[src/rtl/antialias_granule_scheduler_pkg.sv]
// Shared types and granule geometry for the antialias granule scheduler.
// Frame layout is fixed by the mp3 format: two granules of 576 samples.
package antialias_granule_scheduler_pkg;

   typedef enum logic [2:0] {
      IDLE,
      WAIT_DS,
      START,
      LOAD,
      DRAIN,
      GR_DONE
   } sched_state_t;

   localparam int SAMPLES_PER_GR = 576;
   localparam int PAIRS_PER_GR   = 288;
   localparam int GR_PER_FRAME   = 2;

   typedef struct packed {
      logic       ws_flag;
      logic [1:0] block_type;
      logic       mixed_flag;
   } gr_side_info_t;

endpackage

[src/rtl/antialias_granule_scheduler.sv]
// Granule sequencer in front of antialias: latches side info per frame, gates
// stereo samples into antialias when downstream has room, tracks drain.
module antialias_granule_scheduler
   import antialias_granule_scheduler_pkg::*;
#(
   parameter int DRAIN_TIMEOUT = 1024
) (
   input  logic       clk,
   input  logic       rst,
   input  logic       frame_start_in,
   input  logic [1:0] ws_flag_in,
   input  logic [3:0] block_type_in,
   input  logic [1:0] mixed_flag_in,
   input  logic       st_din_v,
   output logic       st_ready,
   input  logic       ds_ready,
   output logic       aa_new_frame_start,
   output logic       aa_din_v,
   output logic       aa_ws_flag,
   output logic [1:0] aa_block_type,
   output logic       aa_mixed_flag,
   input  logic       aa_dout_v,
   output logic       gr_idx,
   output logic       gr_done,
   output logic       frame_done,
   output logic       busy,
   output logic       timeout_err,
   output logic       overrun_err
);

   localparam int CYC_W = $clog2(DRAIN_TIMEOUT) + 1;

   sched_state_t                     state, nxt;
   logic [9:0]                       in_cnt;
   logic [8:0]                       out_cnt;
   logic [CYC_W-1:0]                 cyc_cnt;
   gr_side_info_t [GR_PER_FRAME-1:0] side_q;
   gr_side_info_t                    cur_side;
   logic                             to_hit;

   always_ff @(posedge clk or posedge rst) begin
      if (rst) state <= IDLE;
      else     state <= nxt;
   end

   always_comb begin
      nxt                = state;
      st_ready           = 1'b0;
      aa_new_frame_start = 1'b0;
      gr_done            = 1'b0;
      frame_done         = 1'b0;
      to_hit             = 1'b0;
      case (state)
         IDLE:    if (frame_start_in) nxt = WAIT_DS;
         WAIT_DS: if (ds_ready) nxt = START;
         START: begin
            aa_new_frame_start = 1'b1;
            nxt                = LOAD;
         end
         LOAD: begin
            st_ready = 1'b1;
            if (st_din_v && in_cnt == 10'(SAMPLES_PER_GR - 1)) nxt = DRAIN;
         end
         DRAIN: begin
            // A completing pair wins over a timeout landing in the same cycle.
            if (aa_dout_v && out_cnt == 9'(PAIRS_PER_GR - 1)) begin
               nxt = GR_DONE;
            end else if (cyc_cnt == CYC_W'(DRAIN_TIMEOUT - 1)) begin
               nxt    = GR_DONE;
               to_hit = 1'b1;
            end
         end
         GR_DONE: begin
            gr_done    = 1'b1;
            frame_done = (gr_idx == 1'(GR_PER_FRAME - 1));
            nxt        = frame_done ? IDLE : WAIT_DS;
         end
         default: nxt = IDLE;
      endcase
   end

   assign aa_din_v = st_ready & st_din_v;
   assign busy     = (state != IDLE);

   always_ff @(posedge clk or posedge rst) begin
      if (rst) begin
         in_cnt      <= '0;
         out_cnt     <= '0;
         cyc_cnt     <= '0;
         side_q      <= '0;
         gr_idx      <= 1'b0;
         timeout_err <= 1'b0;
         overrun_err <= 1'b0;
      end else begin
         // Frames never overlap; a start pulse outside IDLE is only flagged.
         if (frame_start_in && state != IDLE) overrun_err <= 1'b1;
         if (to_hit) timeout_err <= 1'b1;
         case (state)
            IDLE: begin
               if (frame_start_in) begin
                  for (int g = 0; g < GR_PER_FRAME; g++) begin
                     side_q[g].ws_flag    <= ws_flag_in[g];
                     side_q[g].block_type <= block_type_in[2*g +: 2];
                     side_q[g].mixed_flag <= mixed_flag_in[g];
                  end
                  gr_idx <= 1'b0;
               end
            end
            START: begin
               in_cnt  <= '0;
               out_cnt <= '0;
               cyc_cnt <= '0;
            end
            LOAD: if (aa_din_v) in_cnt <= in_cnt + 10'd1;
            DRAIN: begin
               if (aa_dout_v) out_cnt <= out_cnt + 9'd1;
               cyc_cnt <= cyc_cnt + CYC_W'(1);
            end
            GR_DONE: if (!frame_done) gr_idx <= gr_idx + 1'b1;
            default: ;
         endcase
      end
   end

   assign cur_side      = side_q[gr_idx];
   assign aa_ws_flag    = cur_side.ws_flag;
   assign aa_block_type = cur_side.block_type;
   assign aa_mixed_flag = cur_side.mixed_flag;

endmodule

[config.mk]
export PLATFORM = sky130hd
export DESIGN_NAME = antialias_granule_scheduler
export DESIGN_NICKNAME = d
export VERILOG_FILES = /design/src/rtl/antialias_granule_scheduler_pkg.sv /design/src/rtl/antialias_granule_scheduler.sv
export SDC_FILE = /design/constraint.sdc
export NUM_CORES = 1
export LEC_CHECK = 0
export BUFFER_PORTS_ARGS = -buffer_cell sky130_fd_sc_hd__buf_2
export CAP_MARGIN = 15
export CORE_ASPECT_RATIO = 0.6
export CORE_MARGIN = 2
export CORE_UTILIZATION = 50
export DETAILED_ROUTE_END_ITERATION = 6
export GPL_ROUTABILITY_DRIVEN = 0
export PLACE_DENSITY = 0.79
export SETUP_SLACK_MARGIN = 0.05
export SLEW_MARGIN = 15
export SYNTH_ARGS = -nofsm -noshare
export SYNTH_HDL_FRONTEND = slang
export SYNTH_SLANG_ARGS = --single-unit
[constraint.sdc]
create_clock -name clk -period 1.8 [get_ports clk]
set_input_delay 0.18 -clock clk [delete_from_list [all_inputs] [get_ports clk]]
set_output_delay 0.18 -clock clk [all_outputs]
set_load 0.01 [all_outputs]
# Word-level counts from Yosys, hierarchy flattened
# Index checks and enable logic that the tools add are counted.
[classes]
addsub = 4
bitwise_logic = 1
reduce_logical = 13
eq_ne = 15
n_lt_le_gt_ge = 1
mux = 24
[ops]
columns = ["op", "count"]
rows = [
  ["11-bit case mux with 2 select lines", 1],
  ["10-bit case mux with 2 select lines", 1],
  ["3-bit case mux with 6 select lines", 1],
  ["9-bit case mux with 2 select lines", 1],
  ["3-bit two-way mux", 5],
  ["2-bit != test (second input constant)", 6],
  ["11-bit by 1-bit adder with 11-bit output (second input constant)", 1],
  ["11-bit by 10-bit == test with 1-bit output (second input constant)", 1],
  ["10-bit by 1-bit adder with 10-bit output (second input constant)", 1],
  ["10-bit == test (second input constant)", 1],
  ["1-bit two-way mux", 10],
  ["10-bit two-way mux", 1],
  ["9-bit by 1-bit adder with 9-bit output (second input constant)", 1],
  ["9-bit == test (second input constant)", 1],
  ["9-bit two-way mux", 1],
  ["4-bit two-way mux", 2],
  ["3-bit by 2-bit == test with 1-bit output (second input constant)", 2],
  ["3-bit == test (second input constant)", 2],
  ["2-bit AND reduction", 3],
  ["2-bit nonzero test", 3],
  ["4-bit AND reduction", 1],
  ["3-bit by 1-bit == test with 1-bit output (second input constant)", 1],
  ["1-bit logical AND", 3],
  ["3-bit zero test", 1],
  ["other kinds (7)", 7],
]
[totals]
ff_bits = 44
wordCells = 71
in_bits = 14

# Depth between registers and ports, before layout
# Gate-level depths: netlist of run 1.
[logic_depth]
depth_word = 5
ltp_mapped = 7
mapped_depth_nobuf = 6

# Least setup slack after synthesis of run 1
# Ideal clock, no wire load.
[synth_path]
kind = "flip-flop to flip-flop"
start = "register state[1]"
end = "register side_q[0] (netlist bit)"
synth_period_minus_slack_ns = 1.695
required_time_ns = 1.675
setup_ns = 0.125
stages_incl_launch_ff = 5
t_arrival_ns = 1.570
setup_slack_ns = 0.105
cell_sequence = "dfrtp_1 buf_2 or3_1 nor2_4 mux2_2"
[synth_via]
elab_chain_len = 2
[synth_lines]
columns = ["element", "line", "text"]
rows = [
  ["start, declared", "antialias_granule_scheduler.sv:33", "sched_state_t state, nxt;"],
  ["start signal, assigned", "antialias_granule_scheduler.sv:43", "else state <= nxt;"],
  ["3-bit zero test", "antialias_granule_scheduler.sv:98", "case (state)"],
  ["2-bit AND reduction (no source line)", "--", ""],
  ["end, declared", "antialias_granule_scheduler.sv:37", "gr_side_info_t [GR_PER_FRAME-1:0] side_q;"],
]
# Every way passes these cells.
# A chain may end at the register's enable or synchronous reset.

# Worst setup path after layout of run 1
[layout_path]
start = "register state[1]"
end = "register side_q[5] (netlist bit)"
# Same word-level chain as after synthesis.

==> flow_summary.ini, run 1 <==
[run_status]
status = complete, no violations

[detailed_routing]
drt-total-wl_um = 5120
via_per_inst = 5.57
drt_iter0_markers = 115
num_vias = 1866
routedWlPerCell_um = 15.3
drc = 0
antenna_left = 0
dr.pass1.iters = 4

[synthesis]
synth_enable_flop_cells = 0
synth_fp_nets = 239
synth-async-reset-ratio_pct = 100
avgSynthCellArea_um2 = 10.4
synth_cell_type_count = 53
syn_inst = 222
ys_warn_count = 0
synth_flop_cell = dfrtp_1
ys_top_cells_by_area = dfrtp_1 (48%), mux2_2 (6.3%), nand2_1 (3.9%)
ys_seq_area_share_pct = 47.7
ys_ff_latch = 44
synth_area_um2 = 2310
synth_top_area_share_pct = 47.7
synth_largest_area_cell = dfrtp_1

[critical_path]
cp_data_required_time_ns = 2.00
reg2reg_to = side_q[5]
arrival_ns = 1.94
critPathMaxFanout = 5
crit_type = reg2reg
cp_slowest_stage_delay_ns = 0.41
crit_slowest_cell = or3_4
ff2ff_setup_slack_ns = 0.06
rr_worst_depth = 5
crit_path_end_kind = flip-flop
reg2reg_from = state[1]
start_kind = flip-flop
crit_chain = buf_4 -> or3_4 -> nor2_4 -> clkbuf_2 -> mux2_2

[finish]
nets = 288
fin_area_um2 = 2810
area_delta_synth_final_pct = 22.0
antenna_cells = 0
final_core_util_pct = 62.6
drive_above_1_share_pct = 33.5

[power]
power.density_nw_per_um2 = 1020
vdd_drop_max_v = 0.000915
p_total_mw = 2.87
leakage_nw = 1.25

[clock_network]
insertion_delay_ns = 0.30
cts_buffer_depth = 2
tritoncts = built
cts_made_buffers = 5
cts.sinks = 44
htreeDepth = 2
clkSlewWorstSetupHoldPaths_ns = 0.09
cts-root-buf = clkbuf_8

[grt]
grtUsageTotal_pct = 20.4
grt_pass1_wl_um = 8110
grt_max_degree = 25
grt_antenna_before_repair = 0
gr-total-overflow = 0
grt_pass1_vias = 1716

[placement]
dp_hpwl_um = 3540
numPortBuffers = 26
place_area_um2 = 2570

[sta]
fmax_ghz = 0.575
min_period_ns = 1.74
finalCritPeriodShare_pct = 96.6
hold_viol_final = 0
slew_violations = 0
setup_violations = 0
tightestPinTransition_ns = 0.843
finClkSkew_ns = 0.00402
tns_ns = 0
rsz0062_at_grt = true
maxSlewHeadroom_pct = 43.4

[floorplan]
coreArea_um2 = 4490
io_pins = 27
fp-row-count = 19
dieArea_um2 = 5190
start_util_pct = 51.3
die_height_um = 56.6
die_w_um = 91.7

[min_path]
min_from = mixed_flag_in[1]
whs_path_depth = 2
hp-class = in2reg
min_to = side_q[4]

[run]
drv_cap = 0
-- stage by stage --
stage / setup slack, ns / instances / hold slack (ns)
after detailed placement: 0.0749 / 316 / 0.284
after floorplan: 0.105 / 222 / 0.297
final: 0.0614 / 335 / 0.102
after CTS: 0.0333 / 329 / 0.0956
after global routing: 0.0108 / 335 / 0.101
after global placement: 0.112 / 316 / 0.283
-- per-layer routing --
layer	track usage [%]	part of all wire (%)	up-vias
met4	7.36	1.4	0
met2	28.4	45	49
li1	-	-	905
met1	29.8	48	904
met3	6.44	5.4	8
met5	0	0	-
-- kinds of logic after synthesis --
group	count (synthesis)	synth area share, %
AND/OR/NAND/NOR	85	21.1
AO/OA/AOI/OAI	45	14.3
flip-flops	44	47.7
buffers and inverters	19	3.58
multiplexers	19	8.95
XOR/XNOR	7	2.66
adder cells (fa/ha/maj)	3	1.63
-- placed cells by master (no fill, tap or decap), types with 4 or more instances in the layout --
| cell | n |
|---|---|
| buf_2 | 26 |
| xnor2_1 | 5 |
| o31ai_1 | 4 |
| inv_1 | 8 |
| mux2i_1 | 6 |
| buf_4 | 23 |
| nor3_1 | 4 |
| clkbuf_8 | 5 |
| nand4_1 | 9 |
| nand3_1 | 6 |
| nand2_1 | 24 |
| o21ai_0 | 15 |
| a21oi_1 | 5 |
| dfrtp_1 | 43 |
| mux2_2 | 13 |
| nor2_1 | 9 |
-- critical path, delay by kind of cell, from the launching register on --
family        cells  cell delay [ns]
buf+inv           2             0.34
mux               1             0.35
flops             1             0.40
simple gates      2             0.54
-- area by class of cell --
type                    instances  area [um2]
repair buffers                 51         318
clock inverters                 3        23.8
inverters                      10        37.5
multi-input cells             159        1180
well taps                      63        78.8
fillers                       356        1680
flip-flops and latches         44        1100
clock buffers                   5        68.8
-- power by group --
part           total, mW  internal (mW)  switching [mW]
Clock              0.640          0.275           0.365
Combinational      0.914          0.439           0.475
Sequential          1.32           1.16           0.155
Total               2.87           1.87           0.995
-- worst max path at each step --
stage,startpoint,endpoint,slack (ns)
global placement,out_cnt[0],out_cnt[8],0.11
global route,state[1],out_cnt[8],0.01
finish,state[1],side_q[5],0.06
floorplan,state[1],side_q[0],0.11
detailed placement,state[2],in_cnt[9],0.07
CTS,state[1],cyc_cnt[9],0.03
-- registers in the layout, indices dropped and copies added (netlist names) --
name         count
gr_idx           1
in_cnt          10
side_q           8
state            3
timeout_err      1
overrun_err      1
out_cnt          9
cyc_cnt         11
-- cell usage after synthesis (6+ instances only) --
cell	n
dfrtp_1	44
mux2_2	13
o21ai_0	15
nand2_1	24
nand4_1	9
nor2_1	11
inv_1	9
mux2i_1	6
nand3_1	6
-- what timing repair did --
item / in CTS / in global routing
hold buffers: 1 / 0
endpoints found under the hold margin: 22 / 0
buffers inserted: 4 / 6
resized for setup: 2 / 12
pin swaps: 0 / 5
endpoints found under the setup margin: 2 / 24
gates cloned: 0 / 0
Note: power is estimated with default switching activity, not from simulation.
==> run 2: changes to the inputs <==
CORE_ASPECT_RATIO = 0.7   (was 0.6)
==> run 2 against run 1 <==
  * The flow now finishes with violations (hold timing)
  * Cell count is 5.4% lower
  * Clock power rose by 26%
  * Sequential power barely moved
  * Critical path type unchanged
  * Sequential share of layout area up 0.76 points
  * Largest cell class unchanged
==> flow_summary.ini, run 2 (synthesized netlist as in run 1, its figures left out) <==
[run_status]
status = finished with violations
violations = hold timing

[detailed_routing]
via_per_inst = 5.75
antenna_left = 0
drt_iter0_markers = 70
routedWlPerCell_um = 15.2
dr.pass1.iters = 4
num_vias = 1824
drc = 0
drt-total-wl_um = 4820

[power]
power.density_nw_per_um2 = 1080
swShare_pct = 31.8
p_switching_uw = 952
p_int_mw = 2.04
leakage_nw = 1.24
pwr-share-comb_pct = 29.3
vdd_drop_max_v = 0.000775
clockPowerShare_pct = 27.0
power_frac_seq_pct = 43.7

[critical_path]
crit_type = reg2reg
start_kind = flip-flop
crit_path_end_kind = flip-flop
arrival_ns = 1.90
cp_data_required_time_ns = 2.02
critPathMaxFanout = 4

[placement]
numPortBuffers = 26
dp_hpwl_um = 3360
place_area_um2 = 2560

[sta]
slew_violations = 0
tns_ns = 0
fmax_ghz = 0.595
maxSlewHeadroom_pct = 63.3
finClkSkew_ns = 0.0106
whs_ns = -0.00455
min_period_ns = 1.68
hold_viol_final = 4
tightestPinTransition_ns = 0.551
rsz0062_at_grt = true
finalCritPeriodShare_pct = 93.4
setup_violations = 0

[clock_network]
cts.sinks = 44
cts_buffer_depth = 2
insertion_delay_ns = 0.31
clkSlewWorstSetupHoldPaths_ns = 0.09
cts_made_buffers = 5
tritoncts = built
htreeDepth = 2
cts-root-buf = clkbuf_8

[finish]
area_delta_synth_final_pct = 19.8
antenna_cells = 0
largest_reg_flops = 11
drive_above_1_share_pct = 30.2
final_cell_mix = dfrtp_1 (42), buf_2 (25), nand2_1 (24), o21ai_0 (14)
final_common_cell = dfrtp_1
nets = 278
top_regs = cyc_cnt x11, in_cnt x10, out_cnt x9
fin_area_um2 = 2760
regMostFlops = cyc_cnt

[grt]
grt_antenna_before_repair = 0
grt_pass1_vias = 1706
grt_max_degree = 45
gr-total-overflow = 0
grtUsageTotal_pct = 20.3
grt_pass1_wl_um = 8220

[floorplan]
dieArea_um2 = 5180
start_util_pct = 52.7
fp-row-count = 20
io_pins = 27
die_w_um = 85.2
coreArea_um2 = 4380
die_height_um = 60.8

[min_path]
hp-class = in2async

[run]
drv_cap = 0
[run 2: cell count changes in the layout (fill, tap and decap cells not counted), sizes merged]
cell and delta:
clkinv -1, bufinv +1, clkinvlp -2, dlygate4sd3 -1, inv +1, buf -8
[run 2: final timing paths]
path / from / to / slack (ns) / depth (start not counted)
max: out_cnt[0] / out_cnt[8] / 0.12 / 5
min: rst / side_q[1] / -0.005 / 3
max reg2reg: out_cnt[0] / out_cnt[8] / 0.12 / 5
min reg2reg: timeout_err / timeout_err / 0.47 / 2
max in group asynchronous: rst / state[1] / 1.39 / 3
min in group clk: block_type_in[3] / side_q[6] / 0.09 / 2
[run 2: repair_timing]
item,in CTS,in global routing
resized for setup,4,12
pin swaps,0,1
setup endpoints to repair,3,10
buffers inserted,0,2
hold buffers,0,0
[run 2: area by class of cell]
type | count | area, um2
Multi-Input combinational cell | 159 | 1170
Clock buffer | 6 | 82.6
Inverter | 10 | 40.0
Tap cell | 55 | 68.8
Clock inverter | 2 | 38.8
Fill cell | 336 | 1620
Sequential cell | 44 | 1100
Timing Repair Buffer | 41 | 260
[run 2: worst max-delay path: stages (launching register included)]
cell and delay [ns]:
dfrtp_1 0.39, ha_1 0.22, nand4_1 0.22, a2111oi_4 0.44, nand3_1 0.15, mux2i_1 0.18
[run 2: layer usage]
metal / part of all wire, % / vias up / wire length [um] / global-route usage, %
li1: - / 888 / - / -
met1: 50 / 893 / 2400 / 30.0
met2: 45 / 38 / 2160 / 29.8
met3: 4.3 / 5 / 208 / 4.63
met4: 1.1 / 0 / 51 / 6.80
met5: 0 / - / 0 / 0
[run 2: stage by stage]
stage          worst slack, ns  total power [mW]  std cells  utilization, %
2_1_floorplan            0.105              1.86        222               -
3_3_place_gp             0.133              2.12        307            58.4
3_5_place_dp            0.0537              2.15        307            58.4
4_1_cts                 0.0443              2.96        315            61.5
5_1_grt                 0.0227              3.16        317            63.1
6_report                 0.119              3.00        317            63.1
[run 2: power groups by stage]
stage | registers (mW) | logic (mW) | clock network (mW)
after global placement | 1.32 | 0.801 | 0
final | 1.31 | 0.879 | 0.809
after floorplan | 1.29 | 0.574 | 0
after detailed placement | 1.33 | 0.825 | 0
after global routing | 1.33 | 0.970 | 0.858
after CTS | 1.31 | 0.837 | 0.818
==> run 3: changes to the inputs <==
CORE_MARGIN = 1   (was 2)
CTS_BUF_LIST = sky130_fd_sc_hd__clkbuf_4   (was not set)
==> run 3 against run 2 <==
  * The run now ends clean
  * Die area down 5.6%
  * Critical path type unchanged
  * Critical endpoint is now side_q[6]
  * Wire length up 9.5%
  * Clock skew down 0.0061 ns
  * Sequential share of layout area down 0.73 points
  * Non-clock buffer count up 10
  * Hold slack better by 0.055 ns
  * Final area up 1.9%
==> flow_summary.ini, run 3 (synthesized netlist as in run 1, its figures left out) <==
[critical_path]
reg2reg_to = side_q[6]
cp_data_required_time_ns = 2.05
cp_slowest_stage_delay_ns = 0.43
cp_common_cell = buf_6
critPathMaxFanout = 4
crit_slowest_cell = dfrtp_2
crit_family = simple AND/OR/NAND/NOR gates
crit_chain = buf_6 -> buf_6 -> or3_4 -> nor2_2 -> mux2_2
crit_type = reg2reg
worst-path-buf-inv = 2
reg2reg_from = state[2]
arrival_ns = 2.03
start_kind = flip-flop
rr_worst_depth = 5
ff2ff_setup_slack_ns = 0.02
crit_path_end_kind = flip-flop

[sta]
setup_violations = 0
maxSlewHeadroom_pct = 57.8
fin_ws_ns = 0.0193
whs_ns = 0.0503
finalCritPeriodShare_pct = 98.9
rsz0062_at_grt = true
tightestPinTransition_ns = 0.629
fmax_ghz = 0.562
tns_ns = 0
slew_violations = 0
hold_viol_final = 0
finClkSkew_ns = 0.00449
min_period_ns = 1.78

[detailed_routing]
dr.pass1.iters = 4
antenna_left = 0
via_per_inst = 5.81
drc = 0
drt-total-wl_um = 5280
routedWlPerCell_um = 16.1
num_vias = 1905
drt_iter0_markers = 137

[clock_network]
tritoncts = built
cts-root-buf = clkbuf_4
cts_made_buffers = 5
insertion_delay_ns = 0.35
cts.sinks = 44
clkSlewWorstSetupHoldPaths_ns = 0.13
htreeDepth = 2
cts_buffer_depth = 2

[finish]
largest_reg_flops = 11
nets = 289
fill_cells = 341
top_regs = cyc_cnt x11, in_cnt x10, out_cnt x9
drive_above_1_share_pct = 32.6
final_common_cell = dfrtp_1
fin_area_um2 = 2810
final_cell_mix = dfrtp_1 (42), nand2_1 (24), buf_2 (23), buf_4 (19), o21ai_0 (15)
antenna_cells = 0
regMostFlops = cyc_cnt
area_delta_synth_final_pct = 22.0

[grt]
grt_antenna_before_repair = 0
gr-total-overflow = 0
grt_max_degree = 26
grtUsageTotal_pct = 21.8
grt_pass1_wl_um = 8390
grt_pass1_vias = 1796

[min_path]
whs_path_depth = 2
hp-class = in2reg
min_to = side_q[2]
min_from = block_type_in[1]

[placement]
place_area_um2 = 2580
dp_hpwl_um = 3550
post-place-ws_ns = 0.0914
numPortBuffers = 26

[power]
power.density_nw_per_um2 = 982
leakage_nw = 1.27
vdd_drop_max_v = 0.000752
p_total_mw = 2.76

[floorplan]
dieArea_um2 = 4890
fp-row-count = 20
coreArea_um2 = 4380
die_w_um = 83.2
start_util_pct = 52.7
io_pins = 27
die_height_um = 58.8

[run]
drv_cap = 0

[run_status]
status = complete, no violations
==> run 3: cell count changes in the layout (fill, tap and decap cells not counted), moves of 2 or more <==
cell      previous run  this run
mux2_4               0         3
buf_6                2         7
mux2_2              13        10
clkinv_2             0         2
buf_2               25        23
buf_4               13        19
nor4_1               0         2
clkbuf_4             0         5
clkinv_1             0         2
clkbuf_8             6         0
nor4_2               2         0
==> run 3: worst register-to-register path: cells and delay by family (launching register included) <==
| family | cells | cell delay (ns) |
|---|---|---|
| AND/OR/NAND/NOR | 2 | 0.64 |
| multiplexers | 1 | 0.37 |
| buffers and inverters | 2 | 0.24 |
| flip-flops | 1 | 0.43 |
==> run 3: report_power, final <==
group | internal [mW] | switching [mW] | total (mW)
combinational | 0.492 | 0.471 | 0.963
clock | 0.144 | 0.325 | 0.469
sequential | 1.16 | 0.167 | 1.33
total | 1.80 | 0.964 | 2.76
==> run 3: what timing repair did <==
action | 4_1_cts | 5_1_grt
setup buffers | 2 | 7
endpoints found under the hold margin | 13 | 0
hold buffers | 1 | 0
pin swaps | 0 | 6
resized for setup | 5 | 16
setup endpoints to repair | 2 | 20
gates cloned | 0 | 1
==> run 3: per-stage QoR <==
stage,utilization [%],instances
3_5_place_dp,59.0,309
6_report,64.3,328
2_1_floorplan,-,222
3_3_place_gp,59.0,309
5_1_grt,64.3,328
4_1_cts,61.1,320
==> run 3: worst max path at each step <==
stage | start | endpoint | slack [ns] | cells past startpoint
final | state[2] | side_q[6] | 0.02 | 5
after global routing | state[2] | side_q[6] | -0.03 | 5
after CTS | state[2] | busy | 0.03 | 4
after detailed placement | state[2] | side_q[3] | 0.09 | 4
after global placement | state[2] | side_q[5] | 0.12 | 4
after floorplan | state[1] | side_q[0] | 0.11 | 4
==> run 3: final cells by class <==
type / instances / area [um2] / area share, %
Clock inverter: 3 / 13.8 / 0.489
Tap cell: 55 / 68.8 / 2.45
Timing Repair Buffer: 51 / 367 / 13.0
Sequential cell: 44 / 1100 / 39.2
Inverter: 10 / 37.5 / 1.33
Multi-Input combinational cell: 160 / 1190 / 42.2
Clock buffer: 5 / 37.5 / 1.33
==> run 3: metal layers <==
| layer | track usage [%] | wire [um] | up-vias | part of all wire [%] |
|---|---|---|---|---|
| li1 | - | - | 917 | - |
| met1 | 31.1 | 2560 | 934 | 49 |
| met2 | 34.2 | 2470 | 51 | 47 |
| met3 | 4.91 | 226 | 3 | 4.3 |
| met4 | 5.17 | 21 | 0 | 0.40 |
| met5 | 0 | 0 | - | 0 |
